**src/rtl/dma_csr_bank.sv**
```systemverilog
// rtl/dma_csr_bank.sv - multi-channel MMIO CSR bank for CCI-P copy engines
// Serves the AFU header, per-channel descriptors, start pulses and completion status.

module dma_csr_bank #(
   parameter int           NUM_CH = 4,
   parameter int           SIZE_W = 32,
   parameter logic [127:0] AFU_ID = 128'h0
) (
   input  logic                       clk,
   input  logic                       reset,
   input  logic                       mmio_wr_valid,
   input  logic                       mmio_rd_valid,
   input  logic [15:0]                mmio_addr,
   input  logic [8:0]                 mmio_tid,
   input  logic [63:0]                mmio_wdata,
   output logic                       rd_valid,
   output logic [8:0]                 rd_tid,
   output logic [63:0]                rd_data,
   output logic [NUM_CH*42-1:0]       ch_src_addr,
   output logic [NUM_CH*42-1:0]       ch_dst_addr,
   output logic [NUM_CH*SIZE_W-1:0]   ch_size_cl,
   output logic [NUM_CH-1:0]          ch_start,
   input  logic [NUM_CH-1:0]          ch_done
);

   localparam logic [63:0] DFH = {4'b0001, 8'b0, 4'b0, 7'b0, 1'b1, 24'b0, 4'b0, 12'b0};

   logic [41:0]       srcReg   [NUM_CH];
   logic [41:0]       dstReg   [NUM_CH];
   logic [SIZE_W-1:0] sizeReg  [NUM_CH];
   logic [31:0]       countReg [NUM_CH];
   logic [NUM_CH-1:0] busy, done, err, startReg;
   logic [63:0]       scratch;

   logic [NUM_CH-1:0] chHit, wrSrc, wrDst, wrSize, wrCtrl, busyAfterDone;
   logic [NUM_CH-1:0] nBusy, nDone, nErr, nStart;
   logic [31:0]       nCount [NUM_CH];
   logic [63:0]       rdMux;

   always_comb begin
      for (int c = 0; c < NUM_CH; c++) begin
         chHit[c]  = (mmio_addr[15:4] == 12'(c + 2));
         wrSrc[c]  = mmio_wr_valid && chHit[c] && (mmio_addr[3:0] == 4'h0);
         wrDst[c]  = mmio_wr_valid && chHit[c] && (mmio_addr[3:0] == 4'h2);
         wrSize[c] = mmio_wr_valid && chHit[c] && (mmio_addr[3:0] == 4'h4);
         wrCtrl[c] = mmio_wr_valid && chHit[c] && (mmio_addr[3:0] == 4'h6);
      end
   end

   // An engine completion is folded in before any CTRL/descriptor write of the same cycle.
   assign busyAfterDone = busy & ~ch_done;

   always_comb begin
      for (int c = 0; c < NUM_CH; c++) begin
         nBusy[c]  = busyAfterDone[c];
         nDone[c]  = done[c];
         nErr[c]   = err[c];
         nStart[c] = 1'b0;
         nCount[c] = countReg[c];
         if (ch_done[c] && busy[c]) begin
            nDone[c]  = 1'b1;
            nCount[c] = nCount[c] + 32'd1;
         end
         if ((wrSrc[c] || wrDst[c] || wrSize[c]) && busyAfterDone[c])
            nErr[c] = 1'b1;
         if (wrCtrl[c] && mmio_wdata[1]) begin
            nDone[c] = 1'b0;
            nErr[c]  = 1'b0;
         end
         if (wrCtrl[c] && mmio_wdata[0]) begin
            if (busyAfterDone[c]) begin
               nErr[c] = 1'b1;
            end else if (sizeReg[c] != '0) begin
               nBusy[c]  = 1'b1;
               nStart[c] = 1'b1;
            end else begin
               nDone[c]  = 1'b1;
               nCount[c] = nCount[c] + 32'd1;
            end
         end
      end
   end

   always_comb begin
      rdMux = '0;
      if (!mmio_addr[0]) begin
         case (mmio_addr)
            16'h0000: rdMux = DFH;
            16'h0002: rdMux = AFU_ID[63:0];
            16'h0004: rdMux = AFU_ID[127:64];
            16'h0010: rdMux = 64'(NUM_CH);
            16'h0012: rdMux = scratch;
            default:  rdMux = '0;
         endcase
         for (int c = 0; c < NUM_CH; c++) begin
            if (chHit[c]) begin
               case (mmio_addr[3:0])
                  4'h0:    rdMux = {22'b0, srcReg[c]};
                  4'h2:    rdMux = {22'b0, dstReg[c]};
                  4'h4:    rdMux = 64'({sizeReg[c], 6'b0});
                  4'h8:    rdMux = {countReg[c], 29'b0, err[c], done[c], busy[c]};
                  default: rdMux = '0;
               endcase
            end
         end
      end
   end

   always_ff @(posedge clk or posedge reset) begin
      if (reset) begin
         rd_valid <= 1'b0;
         rd_tid   <= '0;
         rd_data  <= '0;
         scratch  <= '0;
         busy     <= '0;
         done     <= '0;
         err      <= '0;
         startReg <= '0;
         for (int c = 0; c < NUM_CH; c++) begin
            srcReg[c]   <= '0;
            dstReg[c]   <= '0;
            sizeReg[c]  <= '0;
            countReg[c] <= '0;
         end
      end else begin
         rd_valid <= mmio_rd_valid;
         rd_data  <= mmio_rd_valid ? rdMux : 64'h0;
         if (mmio_rd_valid)
            rd_tid <= mmio_tid;
         if (mmio_wr_valid && (mmio_addr == 16'h0012))
            scratch <= mmio_wdata;
         busy     <= nBusy;
         done     <= nDone;
         err      <= nErr;
         startReg <= nStart;
         for (int c = 0; c < NUM_CH; c++) begin
            countReg[c] <= nCount[c];
            if (wrSrc[c] && !busyAfterDone[c])
               srcReg[c] <= mmio_wdata[41:0];
            if (wrDst[c] && !busyAfterDone[c])
               dstReg[c] <= mmio_wdata[41:0];
            if (wrSize[c] && !busyAfterDone[c])
               sizeReg[c] <= mmio_wdata[SIZE_W+5:6];
         end
      end
   end

   assign ch_start = startReg;

   for (genvar g = 0; g < NUM_CH; g++) begin : g_pack
      assign ch_src_addr[42*g +: 42]       = srcReg[g];
      assign ch_dst_addr[42*g +: 42]       = dstReg[g];
      assign ch_size_cl[SIZE_W*g +: SIZE_W] = sizeReg[g];
   end

endmodule

```
**config.mk**
```make
export PLATFORM = sky130hd
export DESIGN_NAME = dma_csr_bank
export DESIGN_NICKNAME = d
export VERILOG_FILES = /design/src/rtl/dma_csr_bank.sv
export SDC_FILE = /design/constraint.sdc
export NUM_CORES = 2
export LEC_CHECK = 0
export ABC_CLOCK_PERIOD_IN_PS = 37200
export CAP_MARGIN = 20
export CORE_MARGIN = 4
export CORE_UTILIZATION = 30
export CTS_CLUSTER_DIAMETER = 50
export DETAILED_ROUTE_END_ITERATION = 7
export PLACE_DENSITY = 0.46
export SLEW_MARGIN = 25
export SYNTH_ARGS = -nofsm -noshare
export SYNTH_HDL_FRONTEND = slang
export SYNTH_SLANG_ARGS = --single-unit
export TNS_END_PERCENT = 20
```
**constraint.sdc**
```tcl
create_clock -name clk -period 37.2 [get_ports clk]
set_input_delay 7.44 -clock clk [delete_from_list [all_inputs] [get_ports clk]]
set_output_delay 7.44 -clock clk [all_outputs]
set_load 0.02 [all_outputs]
```
# After elaboration in Yosys (flattened, before gate mapping)
# Index checks and enable logic that the tools add are counted.
# totals
reg_bits	746
input_bits	97
output_inout_bits	542
elab_cells	194
# classes
n_addsub	8
eq_ne	10
mux	83
bitwise	2
n_reduce_logical	67
# ops
op	n
$pmux 64 s4	4
$mux 32	16
$mux 64	6
$add 32x1->32 const B	8
$pmux 64 s3	1
$reduce_bool 32->1	4
$mux 1	56
$logic_and 1x1->1	49
$eq 16x5->1 const B	2
$eq 12x2->1 const B	2
$eq 12x3->1 const B	2
$logic_not 16->1	1
$eq 4x3->1 const B	2
$logic_or 1x1->1	8
$and 4x4->4	1
$eq 4x2->1 const B	1
$eq 4x4->1 const B	1
$logic_not 1->1	4
$logic_not 4->1	1
$not 4->4	1

# Logic depth before layout (Yosys ltp)
# logic_depth
word_depth	10
ltp_mapped	11
depth_no_buf	10

# Worst setup path before layout
# No wires, ideal clock.
# synth_path
path_type	input-to-reg
from	input port mmio_addr[5]
to	register countReg[62] (netlist bit)
setup_time_ns	0.127
arrival_ns	9.998
t_required_ns	37.073
setup_slack_ns	27.075
stages	10
path_buffers	2
cell_sequence	clkbuf_1 -> nor4b_1 -> nand3_1 -> clkbuf_1 -> nor3_1 -> nand4_1 -> or4b_4 -> nor4_2 -> nand3_1 -> xor2_1
# synth_lines
element	line	source
start: declaration	13	input logic [15:0] mmio_addr,
end signal: indexed assignment	137	countReg[c] <= nCount[c];
end: declaration	31	logic [31:0] countReg [NUM_CH];

# Worst setup path in the final report
# layout_path
from	input port mmio_addr[11]
to	register rd_data[40]
# layout_between
elab_chain_cells	8
elab_cells_between_ends	14
classes_between	eq/ne (6); mux (7); reduce/logical (1)
# layout_rtl
element	line	source
$eq 16x5->1 or $logic_not 16->1 (tied branches)	87	case (mmio_addr)
$pmux 64 s3	87	
$mux 64 (3 in a row)	96	if (chHit[c]) begin
$mux 64 *	96	
$mux 64 *	86	if (!mmio_addr[0]) begin
$mux 64 *	127	rd_data <= mmio_rd_valid ? rdMux : 64'h0;
end signal: assignment	127	
end: declaration	18	output logic [63:0] rd_data,
# Every way passes the cells marked *; elsewhere a longest branch is shown, timed or not.
# A chain may end at the register's enable or synchronous reset.

==> metrics.md <==
| Metric | Value |
|---|---|
| Dominant synthesized flop cell | dfrtp_1 |
| Via density per instance | around 5.6 |
| Commonest cells after routing, fill and taps aside | 746 x dfrtp_1, 637 x clkdlybuf4s50_1, 568 x mux2_2, 167 x nand2_1, 147 x nor2_1 |
| CP bufs+invs | 3 |
| Commonest non-fill, non-tap cell in the layout | dfrtp_1 |
| CP max stage cell | nor4_1 |
| Via Count | 30230 |
| Clk_skew | 0.03056 ns |
| Unrepaired setup endpoints after global routing | no |
| Rows | 127 |
| Vias in the first global route | between 30000 and 40000 |
| CP required | around 38 ns |
| Post-CTS Setup Bufs | 0 |
| Detailed Route WL | 167.7 mm |
| Core ar. | roughly 120000 um2 |
| Compound-Gate Fraction of Synth Area | 11.58% |
| Layout Utilization | 40.45% |
| Sequential area share after synthesis | just over 50% |
| Nets@finish | 3790 |
| Pre-antenna DRT Iters | 8 |
| GRT Overall Usage | around 26% |
| CTS Hold Buffers Added | 0 |
| Mux contribution to synthesized area | 17.79% |
| Starting DRT DRC Count | 3194 |
| Largest stage delay on the critical path | 0.91 ns |
| Routed Antenna Nets | 0 |
| Reg clk slew, reported paths | 0.06 ns |
| Clock sink total | 746 |
| Max-cap violations | 0 |
| Post-route clock period utilization | around a third |
| Ys async rst share | 100.0% |
| DRC viols | 3 |
| Leakage | 20.35 nW |
| Main combinational cell family by area after synthesis | multiplexers |
| Htree depth | 3 |
| Kind of end point of the critical path | flop |
| EDFF count, synth | 0 |
| Share of cells above drive strength 1 | 23.28% |
| Synthesis-stage register bit count | 746 |
| Crit path cell chain | clkdlybuf4s50_1 -> nor4_1 -> nand3_2 -> buf_4 -> nor2_1 -> nand2_2 -> buf_4 -> o22ai_1 -> a21oi_1 -> a21oi_1 |
| Fill count | between 10000 and 15000 |
| Wire per inst | about 31 um |
| Syn_nets | 3245 |
| P&R area growth vs syn | 33.47% |
| Simple-Gate Fraction of Synth Area | roughly 11% |
| Status | finished, violations left |
| WHS Path Cells | 2 |
| Final setup fails | 0 |
| Post-Syn Instances | roughly 3100 |
| GRT overflow | 0 |
| CTS max path bufs | 3 |
| Multi-input logic area | 16820 um2 |
| First-pass GRT wire length | 238.0 mm |
| Final GP Congestion | 0.9079 |
| FF+latch area | 18670 um2 |
| Final hold violation count | 0 |
| Boundary Pins | around 640 |
| Power per cell area | 42.13 nW/um2 |
| Initial antenna violation count | 10 |
| Die X | 356.4 um |
| Initial core utilization | between 30% and 40% |
| Peak supply drop | 33.00 uV |
| Reg2Reg Depth | 8 |
| Adder-cell share of the synthesized area | 0.3024% |
| Cell Area, Synth | 36400 um2 |
| CTS Buf Count | about 120 |
| Clk Latency, worst-skew pair | 0.71 ns |
| F_max | 85.31 MHz |
| Max FO, Critical Path | 39 |
| Hold WC Path Type | flop to flop |
| Startpoint types | input pin |
| Post-DP HPWL | 118.0 mm |
| I/O Buffers | 638 |
| Worst-margin pin slew | 1.100 ns |
| TNS Setup | 0 ns |
| Failing checks | DRC |
| Root Buffer | clkbuf_16 |
| Crit-path leading delay family | simple AND/OR/NAND/NOR gates |
| Max-slew violations | 0 |
| Largest net degree at the start of global routing | 163 |
| Syn. warnings | 0 |
| Post-cts sizing count | 0 |
| Die area | 127000 um2 |
| CTS tree | done |
| Worst setup path category | input pin to flop |
| Slew HR | between 20% and 30% |
| Stages on worst setup path | 10 |
| Die Span Y | roughly 360 um |
| Average size of a mapped cell | 11.59 um2 |
| Post-Synth XOR/XNOR Area | 4.667% |
| Yosys cell types | 80 |
| Final Critical Period | 11.72 ns |
| Data arrival time of the worst path | 12.33 ns |
==> through the flow <==
step / instances / total power, mW / instance area [um2] / hold slack, ns / setup slack, ns
finish: 5401 / 2.047 / 48590 / 0.4907 / 25.48
global route: 5397 / 2.112 / 48580 / 0.5211 / 25.56
CTS: 5395 / 2.072 / 48520 / 0.4882 / 25.78
detailed placement: 5178 / 0.8927 / 44340 / 0.4772 / 25.03
global placement: 5178 / 0.8929 / 44320 / 0.4671 / 24.99
floorplan: 3140 / 0.8575 / 36400 / 0.4475 / 8.826
==> where the power goes <==
part	leakage [nW]	internal, mW	switching [mW]
sequential	10.4	0.813	0.000733
clock	2.02	0.729	0.440
combinational	7.97	0.0162	0.0471
total	20.4	1.56	0.488
==> state kept, by name, indices dropped and copies added (netlist names) <==
| signal | flops |
|---|---|
| busy | 4 |
| ch_dst_addr | 168 |
| ch_size_cl | 128 |
| ch_src_addr | 168 |
| ch_start | 4 |
| countReg | 128 |
| done | 4 |
| err | 4 |
| rd_data | 64 |
| rd_tid | 9 |
| rd_valid | 1 |
| scratch | 64 |
==> logic make-up after synthesis <==
| group | after synthesis |
|---|---|
| adder cells (fa/ha/maj) | 9 |
| multiplexers | 576 |
| AO/OA/AOI/OAI | 547 |
| XOR/XNOR | 194 |
| AND/OR/NAND/NOR | 787 |
| buffers and inverters | 281 |
| flip-flops | 746 |
==> routing by layer <==
metal	GRT usage, %	routed length [um]	vias up
li1	-	-	13030
met1	33.86	69900	15770
met2	41.55	78370	1209
met3	7.530	14400	210
met4	6.855	4987	10
met5	0	69	-
==> worst min-delay path, delay by kind of cell (launching register included) <==
family / cells / cell delay [ns]
simple gates: 1 / 0.06
flops: 1 / 0.35
compound gates: 1 / 0.05
==> cells in the mapped netlist (25+ instances only) <==
cell type  instances  area [um2]
nor2_1           149       559.3
nand2_1          178       668.1
a21oi_1           91       455.4
or3_1             25       156.4
nor3_1            59       295.3
o22ai_1           37       231.5
inv_1             29       108.9
xor2_1            63       551.8
nor4_1            65       406.6
mux2_2           568        6396
dfrtp_1          746       18670
o221ai_1          35       306.5
clkbuf_1         193       724.4
o21ai_0           47       235.2
nand4_1           54       337.8
a22oi_1           81       608.1
nand3_1           81       405.4
a222oi_1         144        1441
xnor2_1          131        1147
buf_1             53       198.9
==> worst paths after layout <==
check | startpoint | end | slack (ns)
worst max register to register | ch_size_cl[102] | countReg[24] | 32.88
worst min-delay path | err[3] | err[3] | 0.49
min in group asynchronous | reset | ch_src_addr[33] | 7.28
worst max-delay path | mmio_addr[11] | rd_data[40] | 25.48
worst min register to register | err[3] | err[3] | 0.49
max in group asynchronous | reset | ch_size_cl[9] | 26.89
==> cell type report <==
cell class              count  area share [%]
diodes                      4         0.02060
clock buffers             137           6.381
clock inverters            80           2.227
inverters                  29          0.2395
multi-input cells        2113           34.61
flip-flops and latches    746           38.42
well taps                1612           4.151
repair buffers            680           13.95
(Power assumes the default switching activity.)
